[src/rtl/phy_serdes_lanes.sv]
// Lane serialiser/deserialiser on a single bit clock: N_LANES words per frame, COM preamble,
// IDL fill for invalid slots, and a COM-aligned receiver that re-tags words by lane.
module phy_serdes_lanes #(
  parameter int unsigned N_LANES     = 4,
  parameter int unsigned DATA_W      = 8,
  parameter logic [DATA_W-1:0] COM   = 8'hBC,
  parameter logic [DATA_W-1:0] IDL   = 8'h7C,
  parameter int unsigned SYNC_FRAMES = 2,
  parameter int unsigned ALIGN_CNT   = 4,
  localparam int unsigned LANE_W     = (N_LANES > 1) ? $clog2(N_LANES) : 1
) (
  input  logic                        clk_32f,
  input  logic                        reset,
  input  logic [N_LANES*DATA_W-1:0]   data_in,
  input  logic [N_LANES-1:0]          valid_in,
  output logic                        frame_req,
  output logic                        data_out,
  input  logic                        serial_in,
  output logic [DATA_W-1:0]           data_rx,
  output logic                        valid_rx,
  output logic [LANE_W-1:0]           lane_rx,
  output logic                        active
);

  localparam int unsigned BIT_W   = (DATA_W > 1) ? $clog2(DATA_W) : 1;
  localparam int unsigned FRAME_W = $clog2(SYNC_FRAMES + 1);
  localparam int unsigned ALIGN_W = $clog2(ALIGN_CNT + 1);

  localparam logic [BIT_W-1:0]   BIT_LAST   = BIT_W'(DATA_W - 1);
  localparam logic [LANE_W-1:0]  LANE_LAST  = LANE_W'(N_LANES - 1);
  localparam logic [FRAME_W-1:0] SYNC_LAST  = FRAME_W'(SYNC_FRAMES - 1);
  localparam logic [ALIGN_W-1:0] ALIGN_LAST = ALIGN_W'(ALIGN_CNT - 1);

  // The receiver must be able to lock inside the preamble.
  if (SYNC_FRAMES * N_LANES < ALIGN_CNT + 1) begin : gen_cfg_check
    $error("phy_serdes_lanes: SYNC_FRAMES*N_LANES must be at least ALIGN_CNT+1");
  end

  typedef enum logic {TxSync, TxData} tx_state_e;
  typedef enum logic [1:0] {RxSearch, RxLock, RxActive} rx_state_e;

  tx_state_e tx_state_q, tx_state_d;
  rx_state_e rx_state_q, rx_state_d;

  logic [BIT_W-1:0]   bitcnt_q, bitcnt_d;
  logic [LANE_W-1:0]  laneslot_q, laneslot_d, next_lane;
  logic [FRAME_W-1:0] frame_cnt_q, frame_cnt_d;
  logic [DATA_W-1:0]  tx_sr_q, tx_sr_d, tx_word;
  logic [DATA_W-1:0]  buf_q [N_LANES];
  logic [N_LANES-1:0] buf_vld_q;
  logic               bit_last, lane_last, frame_end, sync_last;

  logic [DATA_W-1:0]  rx_sr_q, rx_sr_d;
  logic [BIT_W-1:0]   rx_phase_q, rx_phase_d;
  logic [ALIGN_W-1:0] align_cnt_q, align_cnt_d;
  logic [LANE_W-1:0]  rx_lane_q, rx_lane_d;
  logic [DATA_W-1:0]  data_rx_q, data_rx_d;
  logic [LANE_W-1:0]  lane_rx_q, lane_rx_d;
  logic               valid_rx_q, valid_rx_d;
  logic               active_q, active_d;
  logic               is_com, is_idl, phase_end;

  assign bit_last  = (bitcnt_q == BIT_LAST);
  assign lane_last = (laneslot_q == LANE_LAST);
  assign frame_end = bit_last && lane_last;
  assign sync_last = (frame_cnt_q == SYNC_LAST);

  assign is_com    = (rx_sr_q == COM);
  assign is_idl    = (rx_sr_q == IDL);
  assign phase_end = (rx_phase_q == BIT_LAST);

  // State registers
  always_ff @(posedge clk_32f) begin
    if (!reset) begin
      tx_state_q <= TxSync;
      rx_state_q <= RxSearch;
    end else begin
      tx_state_q <= tx_state_d;
      rx_state_q <= rx_state_d;
    end
  end

  // Next-state logic
  always_comb begin
    tx_state_d = tx_state_q;
    if (tx_state_q == TxSync && frame_end && sync_last) tx_state_d = TxData;
  end

  always_comb begin
    rx_state_d = rx_state_q;
    unique case (rx_state_q)
      RxSearch: if (is_com) rx_state_d = RxLock;
      RxLock: begin
        if (phase_end) begin
          if (!is_com)                        rx_state_d = RxSearch;
          else if (align_cnt_q == ALIGN_LAST) rx_state_d = RxActive;
        end
      end
      RxActive: rx_state_d = RxActive;
      default:  rx_state_d = RxSearch;
    endcase
  end

  // Outputs
  always_comb begin
    frame_req = frame_end && (tx_state_q == TxData || sync_last);
    data_out  = tx_sr_q[DATA_W-1];
    data_rx   = data_rx_q;
    lane_rx   = lane_rx_q;
    valid_rx  = valid_rx_q;
    active    = active_q;
  end

  // TX datapath
  always_comb begin
    bitcnt_d   = bit_last ? '0 : bitcnt_q + BIT_W'(1);
    laneslot_d = laneslot_q;
    if (bit_last) laneslot_d = lane_last ? '0 : laneslot_q + LANE_W'(1);
    frame_cnt_d = frame_cnt_q;
    if (tx_state_q == TxSync && frame_end && !sync_last) frame_cnt_d = frame_cnt_q + FRAME_W'(1);
    next_lane = laneslot_q + LANE_W'(1);
    // Lane 0 of a new data frame comes straight from the inputs being captured this edge.
    if (frame_req)                tx_word = valid_in[0] ? data_in[DATA_W-1:0] : IDL;
    else if (tx_state_q == TxData) tx_word = buf_vld_q[next_lane] ? buf_q[next_lane] : IDL;
    else                          tx_word = COM;
    tx_sr_d = bit_last ? tx_word : {tx_sr_q[DATA_W-2:0], 1'b0};
  end

  // RX datapath
  always_comb begin
    rx_sr_d     = {rx_sr_q[DATA_W-2:0], serial_in};
    rx_phase_d  = (rx_state_q == RxSearch || phase_end) ? '0 : rx_phase_q + BIT_W'(1);
    align_cnt_d = align_cnt_q;
    rx_lane_d   = rx_lane_q;
    data_rx_d   = data_rx_q;
    lane_rx_d   = lane_rx_q;
    valid_rx_d  = 1'b0;
    active_d    = active_q || (rx_state_d == RxActive);
    if (rx_state_q == RxSearch) begin
      align_cnt_d = is_com ? ALIGN_W'(1) : '0;
    end else if (rx_state_q == RxLock && phase_end) begin
      align_cnt_d = is_com ? align_cnt_q + ALIGN_W'(1) : '0;
    end else if (rx_state_q == RxActive && phase_end) begin
      if (is_com) begin
        rx_lane_d = '0;
      end else begin
        rx_lane_d = (rx_lane_q == LANE_LAST) ? '0 : rx_lane_q + LANE_W'(1);
        if (!is_idl) begin
          valid_rx_d = 1'b1;
          data_rx_d  = rx_sr_q;
          lane_rx_d  = rx_lane_q;
        end
      end
    end
  end

  always_ff @(posedge clk_32f) begin
    if (!reset) begin
      bitcnt_q    <= '0;
      laneslot_q  <= '0;
      frame_cnt_q <= '0;
      tx_sr_q     <= COM;
      buf_vld_q   <= '0;
      for (int k = 0; k < int'(N_LANES); k++) buf_q[k] <= '0;
      rx_sr_q     <= '0;
      rx_phase_q  <= '0;
      align_cnt_q <= '0;
      rx_lane_q   <= '0;
      data_rx_q   <= '0;
      lane_rx_q   <= '0;
      valid_rx_q  <= 1'b0;
      active_q    <= 1'b0;
    end else begin
      bitcnt_q    <= bitcnt_d;
      laneslot_q  <= laneslot_d;
      frame_cnt_q <= frame_cnt_d;
      tx_sr_q     <= tx_sr_d;
      if (frame_req) begin
        buf_vld_q <= valid_in;
        for (int k = 0; k < int'(N_LANES); k++) buf_q[k] <= data_in[k*DATA_W +: DATA_W];
      end
      rx_sr_q     <= rx_sr_d;
      rx_phase_q  <= rx_phase_d;
      align_cnt_q <= align_cnt_d;
      rx_lane_q   <= rx_lane_d;
      data_rx_q   <= data_rx_d;
      lane_rx_q   <= lane_rx_d;
      valid_rx_q  <= valid_rx_d;
      active_q    <= active_d;
    end
  end

endmodule

[config.mk]
export PLATFORM = sky130hd
export DESIGN_NAME = phy_serdes_lanes
export DESIGN_NICKNAME = d
export VERILOG_FILES = /design/src/rtl/phy_serdes_lanes.sv
export SDC_FILE = /design/constraint.sdc
export NUM_CORES = 1
export LEC_CHECK = 0
export ABC_AREA = 1
export CELL_PAD_IN_SITES_DETAIL_PLACEMENT = 1
export CELL_PAD_IN_SITES_GLOBAL_PLACEMENT = 1
export CORE_UTILIZATION = 41
export CTS_BUF_LIST = sky130_fd_sc_hd__clkbuf_4
export DETAILED_ROUTE_END_ITERATION = 7
export GPL_ROUTABILITY_DRIVEN = 0
export HOLD_SLACK_MARGIN = 0.03
export PLACE_DENSITY = 0.89
export SLEW_MARGIN = 25
export SYNTH_ARGS = -nofsm -noshare
export SYNTH_HDL_FRONTEND = slang
export SYNTH_SLANG_ARGS = --single-unit
[constraint.sdc]
create_clock -name clk_32f -period 2.57 [get_ports clk_32f]
set_input_delay 0.514 -clock clk_32f [delete_from_list [all_inputs] [get_ports clk_32f]]
set_output_delay 0.514 -clock clk_32f [all_outputs]
set_load 0.1 [all_outputs]
== Word-level counts from Yosys, hierarchy flattened ==
Memories as Yosys holds them, arrays and structs flattened.
Index checks and enable logic that the tools add are counted.
W data, S select, Z words.
Storage, ports and cells
  register bits after elaboration: 50
  bits in latches: 0
  memory bits (writable): 32
  ROM bits: 0
  bits of input ports: 39
  output and inout bits: 14
  logic and storage cells: 93
  memories: 1
Cells by class
  add/sub/neg operators: 6
  $mul: 0
  divide/modulo/power cells: 0
  order comparisons: 1
  equal/unequal tests: 11
  shift operators: 0
  mux-type cells: 28
  bitwise gates (word level): 11
  reductions and logical operators: 19
Memories
  buf_q: depth 4, bits a word 8, rd ports 1, clocked after memory_dff 0, wr ports 4, line 49  | logic [DATA_W-1:0] buf_q [N_LANES];
Operators by type and width (number)
  $mux W8: 9
  $mux W2: 7
  $add A3 B1 Y3 const B: 3
  $mux W3: 3
  $eq A2 B2 Y1 const B: 4
  $eq A8 B7 Y1 const B: 1
  $eq A8 B8 Y1 const B: 1
  $logic_and A1 B1 Y1: 7
  $mux W1: 7
  $not A1 Y1: 7
  $add A2 B1 Y2 const B: 3
  $eq A3 B3 Y1 const B: 2
  $pmux W2 S3: 1
  $reduce_and A5 Y1: 1
  $reduce_or A5 Y1: 1
  $eq A2 B1 Y1 const B: 2
  $or A1 B1 Y1: 4
  $reduce_or A2 Y1: 2
  $eq A3 B2 Y1 const B: 1
  $logic_or A1 B1 Y1: 3
  $lt A2 B3 Y1 const B: 1
  $reduce_and A3 Y1: 1
  $bmux W1 S2: 1
  $logic_not A2 Y1: 1
  3 further kinds: 3

== Depth between registers and ports, before layout ==
Gate-level depths: netlist (run 1).
  depth in word-level cells: 7
  gate-level depth with buffers: 10
  mapped depth without buffers: 10

== Worst setup path before layout (run 1) ==
Ideal clock, no wire load.
  path type: reg2reg
  from: reg bitcnt_q[0]
  to: mem buf_q[0][0], enable pin
  library setup time: 0.392 ns
  arrival time: 1.697 ns
  required time: 2.178 ns
  path slack: 0.481 ns
  stages on the path, launching flop included: 7
  path buffers: 0
  clock period less this slack: 2.089 ns
  cell sequence: dfxtp_1 ha_1 ha_1 nand2_1 nor2_2 inv_2 nand2_1
RTL lines
  from (decl): line 45  | logic [BIT_W-1:0] bitcnt_q, bitcnt_d;
  from (signal assigned): line 174  | bitcnt_q <= bitcnt_d;
  to (decl): line 49

== Final worst setup path (run 1) ==
  from: reg bitcnt_q[0]
  to: out frame_req
On the way
  longest elaborated chain between the ends: 3
Ends and longest elaborated chain
  $eq A3 B3 Y1: line 63  | assign bit_last = (bitcnt_q == BIT_LAST);
  $logic_and A1 B1 Y1: line 65  | assign frame_end = bit_last && lane_last;
  $logic_and A1 B1 Y1: line 106  | frame_req = frame_end && (tx_state_q == TxData || sync_last);
  to (decl): line 16  | output logic frame_req,
Every way passes these cells.

==> qor.csv, run 1 <==
stage,metric,value,unit
layout,final_nets,563,
yosys,post_synth.cell_area_avg,7.880,µm²
power_and_ir_drop,peakVddDrop,0.1911,mV
layout,area.growth.synth_to_final,21.30,%
sta,max_slew.worst_pin.slew,531.8,ps
worst_setup_path,worst_ep_arrival_time,1880,ps
clocking,post_cts_hold_buffer_count,0,
yosys,synthesis.nets,505,
power_and_ir_drop,clkPwrFrac,33.8,%
yosys,post_synth_xor_area_fraction,0.2432,%
routing,route.antenna.remaining_nets,0,
die,die_area,0.009161,mm²
layout,post_route_cells_drive_above_1_share,8.269,%
placement,io_buffer_count,52,
yosys,yosys.area_share.simple,26.55,%
die,dieWidth,95.72,µm
placement,post-place-cells,609,
layout,layout.core_utilization,52.37,%
worst_hold_path,holdCritPathClass,flop to flop,
sta,hold_violations,0,
power_and_ir_drop,combinationalPowerShare,6.4,%
die,dieHeight,95.72,µm
layout,final_cell_count_no_fill,625,
yosys,synth_warn,0,
sta,relSlewSlack,64.42,%
yosys,count_of_distinct_cell_types_in_the_synthesized_netlist,26,
routing,routed_wl,8951,µm
sta,setup_violations,0,
routing,detailedRoute.firstIterationViolations,147,
worst_setup_path,critical_path.endpoint_type,output pin,
power_and_ir_drop,power.share.sequential,59.8,%
global_route,grt.total_usage,21.86,%
global_route,number_of_antenna_violations_at_the_first_check_in_global_routing,0,
worst_setup_path,path_max_fanout,11,
global_route,global_route.overflow_total,0,
power_and_ir_drop,power_internal,1.754,mW
clocking,cts.reportedPaths.clkPinSlew,130,ps
routing,detailedRoute.firstPassIterationCount,5,
clocking,cts_setup_buffers,0,
yosys,synth-compound-area-share,4.830,%
placement,post-dp-hpwl,6726,µm
yosys,synth_mux_area_share,0,%
die,start_util,43.17,%
yosys,post_synth_fa_ha_maj_area_fraction,3.127,%
worst_setup_path,timing.critical_path.from_type,flop,
routing,drc,0,
sta,final_period_minus_worst_setup_slack,2390,ps
clocking,cts_root_buffer,sky130_fd_sc_hd__clkbuf_4,
routing,wl_per_cell,14.32,µm
clocking,cts_sinks,82,
layout,diodes,0,
routing,dr_total_vias,3080,
power_and_ir_drop,power_switching_share,24.30,%
die,ioPinCount,53,
clocking,cts_htree_levels,3,
global_route,grt_pass1_wl,14790,µm
clocking,cts-buffers-inserted,9,
clocking,cts_buffer_depth,2,
worst_setup_path,worst-endpoint-required,2060,ps
yosys,synth_cells,457,
die,fp.coreArea,0.008341,mm²
power_and_ir_drop,design_power_total,2.318,mW
power_and_ir_drop,power_density,530.6,mW/mm²
yosys,synth_sequential_area_ratio,54.48,%
clocking,ctsResizeCount,0,
clocking,tritoncts,yes,
sta,fin_crit_sh,93.00,%
routing,drt-vias-per-instance,4.928,
yosys,post_synth_instance_area,0.003601,mm²
die,placement_rows,33,
yosys,dominant_combinational_cell_family_by_area_after_synthesis,simple AND/OR/NAND/NOR gates,
power_and_ir_drop,power_switching,563.2,µW
run_status,run_status,"complete, no violations",
worst_setup_path,worstSetupPathType,flop to output pin,
layout,final_area,0.004368,mm²
sta,finalMaxSlewViolations,0,
flow_run,maximum_capacitance_violations,0,
placement,placement.cell_area,0.004227,mm²
sta,grt_setup_unrepaired,no,
global_route,pin_count_of_the_biggest_net_entering_global_routing,34,
power_and_ir_drop,total_leakage_power,2.118,nW
sta,fin_worst_skew,19.65,ps
global_route,via_count_of_the_first_global_routing_pass,3171,
yosys,number_of_storage_elements_in_the_synthesis_netlist,82,
clocking,insertion_delay,440,ps
sta,clock.fmax,418.4,MHz
sta,final.setup.tns,0,ps
[cell type report]
cell class / count / area (µm²)
fill: 1071 / 3973
sequential: 82 / 1962
multi-input combinational: 278 / 1251
timing repair buffer: 59 / 563.0
inverter: 85 / 319.1
tap: 105 / 131.4
clock inverter: 7 / 73.82
clock buffer: 9 / 67.56
[Yosys cell counts]
master | instances | area, µm²
sky130_fd_sc_hd__nand2_1 | 119 | 446.7
sky130_fd_sc_hd__inv_1 | 81 | 304.0
sky130_fd_sc_hd__nor2_1 | 79 | 296.5
sky130_fd_sc_hd__dfxtp_1 | 50 | 1001
sky130_fd_sc_hd__edfxtp_1 | 32 | 960.9
sky130_fd_sc_hd__nand3_1 | 27 | 135.1
sky130_fd_sc_hd__a21oi_1 | 20 | 100.1
sky130_fd_sc_hd__o21ai_0 | 12 | 60.06
sky130_fd_sc_hd__ha_1 | 9 | 112.6
sky130_fd_sc_hd__buf_2 | 7 | 35.03
sky130_fd_sc_hd__inv_2 | 3 | 11.26
sky130_fd_sc_hd__buf_4 | 2 | 15.01
sky130_fd_sc_hd__nand3b_1 | 2 | 15.01
sky130_fd_sc_hd__nand4_1 | 2 | 12.51
sky130_fd_sc_hd__buf_1 | 1 | 3.750
sky130_fd_sc_hd__buf_6 | 1 | 11.26
sky130_fd_sc_hd__clkbuf_1 | 1 | 3.750
sky130_fd_sc_hd__clkinv_1 | 1 | 3.750
sky130_fd_sc_hd__nand3_4 | 1 | 17.52
sky130_fd_sc_hd__nor2_2 | 1 | 6.260
sky130_fd_sc_hd__nor2_4 | 1 | 11.26
sky130_fd_sc_hd__nor3_1 | 1 | 5.000
sky130_fd_sc_hd__nor3_2 | 1 | 10.01
sky130_fd_sc_hd__o22ai_1 | 1 | 6.260
sky130_fd_sc_hd__o31ai_1 | 1 | 7.510
sky130_fd_sc_hd__xor2_1 | 1 | 8.760
[sequential cells by signal, indices dropped and copies added (netlist names)]
| register | flops |
|---|---|
| active | 1 |
| align_cnt_q | 3 |
| bitcnt_q | 3 |
| buf_q | 32 |
| buf_vld_q | 4 |
| data_rx | 8 |
| frame_cnt_q | 2 |
| lane_rx | 2 |
| laneslot_q | 2 |
| rx_lane_q | 2 |
| rx_phase_q | 3 |
| rx_sr_q | 8 |
| rx_state_q | 2 |
| tx_sr_q | 8 |
| tx_state_q | 1 |
| valid_rx | 1 |
[power groups by stage]
stage	combinational, mW	clock [mW]	sequential (mW)
floorplan	0.0541	0	1.42
global placement	0.142	0	1.41
detailed placement	0.148	0	1.42
CTS	0.150	0.798	1.39
global route	0.165	0.851	1.39
finish	0.149	0.782	1.39
[through the flow]
step	worst slack [ps]	hold WS, ps
3_3_place_gp	423.7	409.7
4_1_cts	167.2	433.3
5_1_grt	40.67	453.9
2_1_floorplan	481.2	399.2
3_5_place_dp	294.1	414.8
6_report	179.8	431.1
[metal layers]
metal / wire (µm) / GRT usage [%]
met3: 420 / 3.239
met5: 0 / 0
met4: 170 / 8.209
met2: 4470 / 38.39
met1: 3890 / 27.10
[layout by cell type (no fill, tap or decap)]
cell type                         netlist  final
sky130_fd_sc_hd__a21oi_1               20     20
sky130_fd_sc_hd__buf_12                 0      2
sky130_fd_sc_hd__buf_4                  2     19
sky130_fd_sc_hd__bufinv_16              0      1
sky130_fd_sc_hd__clkbuf_4               0      9
sky130_fd_sc_hd__clkdlybuf4s50_1        0     38
sky130_fd_sc_hd__clkinv_1               1      2
sky130_fd_sc_hd__clkinvlp_4             0      1
sky130_fd_sc_hd__dfxtp_1               50     50
sky130_fd_sc_hd__edfxtp_1              32     32
sky130_fd_sc_hd__ha_1                   9      9
sky130_fd_sc_hd__inv_1                 81     81
sky130_fd_sc_hd__inv_2                  3      3
sky130_fd_sc_hd__inv_4                  0      2
sky130_fd_sc_hd__inv_6                  0      1
sky130_fd_sc_hd__inv_8                  0      1
sky130_fd_sc_hd__nand2_1              119    119
sky130_fd_sc_hd__nand3_1               27     27
sky130_fd_sc_hd__nand3_4                1      1
sky130_fd_sc_hd__nand3b_1               2      2
sky130_fd_sc_hd__nand4_1                2      2
sky130_fd_sc_hd__nor2_1                79     79
sky130_fd_sc_hd__nor2_2                 1      1
sky130_fd_sc_hd__nor2_4                 1      1
sky130_fd_sc_hd__nor3_1                 1      1
sky130_fd_sc_hd__nor3_2                 1      1
sky130_fd_sc_hd__o21ai_0               12     12
sky130_fd_sc_hd__o22ai_1                1      1
sky130_fd_sc_hd__o31ai_1                1      1
sky130_fd_sc_hd__xor2_1                 1      1
[cells by family (layout without fill, tap and decap cells)]
| group | after synthesis | in the layout |
|---|---|---|
| flip-flops | 82 | 82 |
| XOR/XNOR | 1 | 1 |
| AO/OA/AOI/OAI | 34 | 34 |
| buffers and inverters | 97 | 160 |
| AND/OR/NAND/NOR | 234 | 234 |
| adder cells (fa/ha/maj) | 9 | 9 |
[path summary, 6_finish.rpt]
path	from	to	slack, ps	cells after the start
worst min-delay path	rx_phase_q[0]	rx_phase_q[0]	430	1
worst min register to register	rx_phase_q[0]	rx_phase_q[0]	430	1
worst max-delay path	bitcnt_q[0]	frame_req	180	6
worst max register to register	bitcnt_q[0]	buf_q[0][2]	540	7
[critical path, cell delays in order (launching register included)]
cell and delay (ps):
sky130_fd_sc_hd__dfxtp_1 360, sky130_fd_sc_hd__ha_1 150, sky130_fd_sc_hd__ha_1 190, sky130_fd_sc_hd__nand2_1 140
sky130_fd_sc_hd__nor2_2 180, sky130_fd_sc_hd__buf_4 220, sky130_fd_sc_hd__buf_12 190
Note: power is estimated with default switching activity, not from simulation.
==> run 2, diff against run 1 <==
Settings changed: CORE_ASPECT_RATIO from default to 0.75.
==> run 2 against run 1 <==
Compared with the run above:
- critical path depth decreased by 1
- critical path type unchanged
- critical endpoint unchanged
- sequential share of layout area decreased by 0.14 points
- clock power grew 5.2%
- final cell count increased by 0.48%
- fmax shrank 1.0%
- largest cell class unchanged
==> qor.csv, run 2 (same netlist as run 1, synthesis figures left out) <==
stage,metric,value,unit
layout,most-common-layout-cells,"sky130_fd_sc_hd__nand2_1, sky130_fd_sc_hd__inv_1, sky130_fd_sc_hd__nor2_1, sky130_fd_sc_hd__dfxtp_1, sky130_fd_sc_hd__clkdlybuf4s50_1",
sta,fin_crit_sh,93.96,%
worst_setup_path,crit_chain,"ha_1, ha_1, nand2_1, nor2_2, buf_12",
power_and_ir_drop,total_leakage_power,2.125,nW
power_and_ir_drop,power.share.sequential,58.7,%
placement,post-dp-hpwl,6545,µm
worst_setup_path,worst_path_dominant_cell_family,simple AND/OR/NAND/NOR gates,
global_route,grt.total_usage,21.46,%
layout,post_route_cells_drive_above_1_share,8.462,%
die,dieHeight,83.16,µm
sta,grt_setup_unrepaired,no,
power_and_ir_drop,power_switching_share,25.16,%
routing,routed_wl,8885,µm
global_route,number_of_antenna_violations_at_the_first_check_in_global_routing,0,
sta,final.setup.tns,0,ps
worst_setup_path,critical_path.endpoint_type,output pin,
clocking,insertion_delay,460,ps
clocking,ctsResizeCount,0,
routing,detailedRoute.firstIterationViolations,105,
clocking,tritoncts,yes,
routing,drt-vias-per-instance,4.844,
worst_setup_path,cp_num_buf_inv,1,
power_and_ir_drop,power_density,539.1,mW/mm²
worst_setup_path,timing.critical_path.from_type,flop,
sta,hold_violations,0,
clocking,cts_setup_buffers,0,
power_and_ir_drop,clkPwrFrac,34.8,%
worst_setup_path,path_max_fanout,7,
placement,io_buffer_count,52,
sta,fin_worst_skew,20.08,ps
clocking,cts_root_buffer,sky130_fd_sc_hd__clkbuf_4,
clocking,cts_buffer_depth,2,
power_and_ir_drop,combinationalPowerShare,6.4,%
power_and_ir_drop,power_internal,1.768,mW
global_route,grt_pass1_wl,15090,µm
worst_setup_path,worstSetupPathType,flop to output pin,
power_and_ir_drop,power_switching,594.2,µW
sta,setup_violations,0,
sta,final_period_minus_worst_setup_slack,2415,ps
worst_setup_path,worst-endpoint-required,2060,ps
clocking,cts_htree_levels,3,
die,start_util,42.41,%
layout,area.growth.synth_to_final,21.68,%
die,dieWidth,110.2,µm
layout,final_nets,563,
global_route,pin_count_of_the_biggest_net_entering_global_routing,34,
layout,largest_register_ffs,32,
die,fp.coreArea,0.008491,mm²
clocking,cts_sinks,82,
worst_setup_path,path_common_cell,sky130_fd_sc_hd__ha_1,
sta,clock.fmax,414.1,MHz
sta,relSlewSlack,70.42,%
global_route,via_count_of_the_first_global_routing_pass,3191,
global_route,global_route.overflow_total,0,
routing,drc,0,
sta,finalMaxSlewViolations,0,
power_and_ir_drop,peakVddDrop,0.2254,mV
worst_hold_path,holdCritPathClass,flop to flop,
routing,detailedRoute.firstPassIterationCount,4,
worst_setup_path,reg2reg_slack,490,ps
flow_run,maximum_capacitance_violations,0,
routing,dr_total_vias,3042,
die,placement_rows,29,
routing,wl_per_cell,14.15,µm
clocking,cts.reportedPaths.clkPinSlew,150,ps
placement,post-place-cells,612,
layout,diodes,0,
die,die_area,0.009165,mm²
layout,fill_cells,1057,
layout,final_common_cell,sky130_fd_sc_hd__nand2_1,
worst_setup_path,max_stage_delay,370,ps
die,ioPinCount,53,
clocking,cts-buffers-inserted,9,
power_and_ir_drop,design_power_total,2.362,mW
sta,max_slew.worst_pin.slew,442.0,ps
run_status,run_status,"complete, no violations",
worst_setup_path,critical_path.slowest_cell,sky130_fd_sc_hd__dfxtp_1,
routing,route.antenna.remaining_nets,0,
worst_setup_path,worst_ep_arrival_time,1900,ps
layout,largest_register,buf_q,
layout,final_cell_count_no_fill,628,
clocking,post_cts_hold_buffer_count,0,
[run 2: final timing paths]
kind / startpoint / end / depth (start not counted)
max: bitcnt_q[0] / frame_req / 5
min: rx_phase_q[0] / rx_phase_q[0] / 1
max reg2reg: bitcnt_q[0] / buf_q[0][4] / 7
min reg2reg: rx_phase_q[0] / rx_phase_q[0] / 1
[run 2: layout make-up]
cell class / count / area [µm²] / area share [%]
tap: 108 / 135.1 / 3.084
clock inverter: 7 / 83.83 / 1.913
timing repair buffer: 59 / 563.0 / 12.85
inverter: 85 / 319.1 / 7.282
clock buffer: 9 / 67.56 / 1.542
multi-input combinational: 278 / 1251 / 28.56
sequential: 82 / 1962 / 44.77
[run 2: routing by layer]
metal	up-vias	GRT usage, %	part of all wire, %
met5	-	0	0
li1	1516	-	-
met3	11	4.867	4.6
met2	59	35.74	49
met1	1456	27.80	45
met4	0	5.981	1.3
[run 2: metrics by stage]
| stage | util (%) | hold slack, ps | setup WS (ps) | cell area (µm²) |
|---|---|---|---|---|
| 3_3_place_gp | 49.82 | 406.6 | 628.7 | 4230 |
| 6_report | 51.61 | 427.6 | 155.2 | 4382 |
| 3_5_place_dp | 49.82 | 414.7 | 512.4 | 4230 |
| 4_1_cts | 51.61 | 433.4 | 116.8 | 4382 |
| 2_1_floorplan | - | 399.2 | 481.2 | 3601 |
| 5_1_grt | 51.61 | 455.3 | 10.36 | 4382 |
[run 2: power by group through the flow]
| stage | sequential (mW) | combinational [mW] | clock [mW] |
|---|---|---|---|
| 2_1_floorplan | 1.42 | 0.0541 | 0 |
| 5_1_grt | 1.39 | 0.167 | 0.894 |
| 6_report | 1.39 | 0.151 | 0.823 |
| 3_3_place_gp | 1.41 | 0.144 | 0 |
| 3_5_place_dp | 1.42 | 0.151 | 0 |
| 4_1_cts | 1.39 | 0.153 | 0.847 |
==> run 3, diff against run 2 <==
Settings changed: CORE_UTILIZATION 41 to 40, PLACE_DENSITY 0.89 to 0.88.
==> run 3 against run 2 <==
Compared with the run above:
- the flow now finishes with violations (DRC)
- global-route usage decreased by 1.1 points
- sequential share of layout area increased by 0.45 points
- wire length decreased by 0.52%
- combinational power is essentially flat
- largest cell class unchanged
- largest power group unchanged
==> qor.csv, run 3 (same netlist as run 1, synthesis figures left out) <==
stage,metric,value,unit
worst_setup_path,path_max_fanout,12,
power_and_ir_drop,total_leakage_power,2.100,nW
routing,wl_per_cell,14.10,µm
global_route,grt.total_usage,20.35,%
flow_run,maximum_capacitance_violations,0,
worst_setup_path,rr_worst_depth,7,
sta,fin_worst_skew,19.51,ps
routing,top_layer_used,met4,
routing,drt-vias-per-instance,4.804,
routing,met2_wirelength,4429,µm
die,placement_rows,29,
power_and_ir_drop,design_power_total,2.193,mW
clocking,cts_buffer_depth,2,
sta,final_period_minus_worst_setup_slack,2348,ps
placement,post-dp-hpwl,6762,µm
clocking,cts_root_buffer,sky130_fd_sc_hd__clkbuf_4,
routing,detailroute.wirelength.met3,368,µm
worst_setup_path,path_common_cell,sky130_fd_sc_hd__ha_1,
layout,area.growth.synth_to_final,20.47,%
global_route,number_of_antenna_violations_at_the_first_check_in_global_routing,0,
placement,io_buffer_count,52,
layout,post_route_cells_drive_above_1_share,8.092,%
sta,relSlewSlack,71.36,%
layout,layout.core_utilization,50.44,%
clocking,insertion_delay,440,ps
global_route,grt_pass1_wl,14730,µm
routing,wl_met1,3872,µm
routing,drc,2,
power_and_ir_drop,power_switching,545.6,µW
worst_hold_path,holdCritPathClass,flop to flop,
layout,most-common-layout-cells,"sky130_fd_sc_hd__nand2_1, sky130_fd_sc_hd__inv_1, sky130_fd_sc_hd__nor2_1, sky130_fd_sc_hd__dfxtp_1, sky130_fd_sc_hd__clkdlybuf4s50_1",
power_and_ir_drop,peakVddDrop,0.2626,mV
layout,largest_register,buf_q,
run_status,violations,DRC,
worst_setup_path,critical_path.slowest_cell,sky130_fd_sc_hd__dfxtp_1,
power_and_ir_drop,power.share.sequential,63.3,%
worst_setup_path,worstSetupPathType,flop to output pin,
worst_setup_path,critical_path.reg2reg.startpoint,bitcnt_q[0],
sta,final.setup.tns,0,ps
clocking,cts_sinks,82,
clocking,tritoncts,yes,
die,ioPinCount,53,
global_route,global_route.overflow_total,0,
routing,dr_total_vias,3012,
clocking,cts.reportedPaths.clkPinSlew,140,ps
layout,largest_register_ffs,32,
layout,diodes,0,
clocking,cts_setup_buffers,0,
layout,final_nets,562,
global_route,pin_count_of_the_biggest_net_entering_global_routing,34,
sta,max_slew.worst_pin.slew,428.0,ps
global_route,via_count_of_the_first_global_routing_pass,3154,
routing,route.antenna.remaining_nets,0,
routing,detailedRoute.firstPassIterationCount,6,
sta,setup_violations,0,
power_and_ir_drop,clkPwrFrac,29.9,%
worst_setup_path,worst-endpoint-required,2060,ps
clocking,cts-buffers-inserted,9,
die,dieWidth,111.6,µm
worst_setup_path,timing.critical_path.from_type,flop,
routing,routed_wl,8839,µm
worst_setup_path,worst_ep_arrival_time,1830,ps
sta,grt_setup_unrepaired,no,
power_and_ir_drop,combinationalPowerShare,6.8,%
worst_setup_path,setup.worst_path.start,bitcnt_q[0],
power_and_ir_drop,power_switching_share,24.88,%
worst_setup_path,setup.worst_path.end,frame_req,
run_status,run_status,"finished, violations left",
die,die_area,0.009390,mm²
die,fp.coreArea,0.008600,mm²
die,start_util,41.87,%
sta,fin_crit_sh,91.38,%
die,dieHeight,84.17,µm
worst_setup_path,endpoint_of_the_most_critical_register_to_register_path,buf_q[3][6],
worst_setup_path,critical_path.endpoint_type,output pin,
sta,clock.fmax,425.8,MHz
routing,detailedRoute.firstIterationViolations,105,
sta,hold_violations,0,
layout,final_common_cell,sky130_fd_sc_hd__nand2_1,
worst_setup_path,crit_chain,"ha_1, ha_1, nand2_1, nor2_4, buf_12",
power_and_ir_drop,power_density,505.5,mW/mm²
sta,finalMaxSlewViolations,0,
power_and_ir_drop,power_internal,1.647,mW
clocking,cts_htree_levels,3,
worst_setup_path,reg2reg_slack,500,ps
worst_setup_path,max_stage_delay,360,ps
-- run 3: changes by cell type in the layout (fill, tap and decap cells not counted), sizes merged --
cell / before / now
bufinv: 1 / 0
buf: 21 / 20
clkinvlp: 0 / 1
-- run 3: timing repair --
action	CTS	global route
endpoints found under the setup margin	0	1
resized for setup	0	1
hold buffers	0	0
-- run 3: per-stage QoR --
stage	hold slack [ps]	cell area [µm²]	cells	setup slack [ps]
6_report	435.1	4338	627	221.6
2_1_floorplan	399.2	3601	457	481.2
3_3_place_gp	408.2	4223	611	531.5
3_5_place_dp	420.2	4223	611	405.8
4_1_cts	438.8	4333	627	60.85
5_1_grt	456.4	4338	627	80.50
-- run 3: worst min-delay path by stage --
| stage | from | to | slack [ps] | depth (start not counted) |
|---|---|---|---|---|
| after global routing | bitcnt_q[0] | bitcnt_q[0] | 460 | 1 |
| after global placement | rx_phase_q[0] | rx_phase_q[0] | 410 | 1 |
| after floorplan | bitcnt_q[0] | bitcnt_q[0] | 400 | 1 |
| after CTS | bitcnt_q[0] | bitcnt_q[0] | 440 | 1 |
| after detailed placement | bitcnt_q[0] | bitcnt_q[0] | 420 | 1 |
| final | bitcnt_q[0] | bitcnt_q[0] | 440 | 1 |
-- run 3: critical path: cells and delay by family (launching register included) --
| family | cells | cell delay, ps |
|---|---|---|
| AND/OR/NAND/NOR | 2 | 470 |
| flip-flops | 1 | 360 |
| adder cells (fa/ha/maj) | 2 | 320 |
| buffers and inverters | 1 | 230 |
-- run 3: layer usage --
metal,GRT usage [%],vias up
met5,0,-
met4,8.722,0
met3,5.560,13
met2,35.45,63
met1,23.74,1425
li1,-,1511
-- run 3: power by group through the flow --
stage / Combinational, mW / Sequential [mW] / Clock, mW
after floorplan: 0.0541 / 1.42 / 0
after global placement: 0.144 / 1.41 / 0
after detailed placement: 0.150 / 1.42 / 0
after CTS: 0.151 / 1.39 / 0.674
after global routing: 0.166 / 1.39 / 0.736
final: 0.150 / 1.39 / 0.656
-- run 3: final cells by class --
type                            count  area (µm²)
Fill cell                        1078        4262
Tap cell                          108       135.1
Inverter                           85       319.1
Multi-Input combinational cell    278        1256
Clock inverter                      7       42.54
Clock buffer                        9       67.56
Timing Repair Buffer               58       555.5
Sequential cell                    82        1962
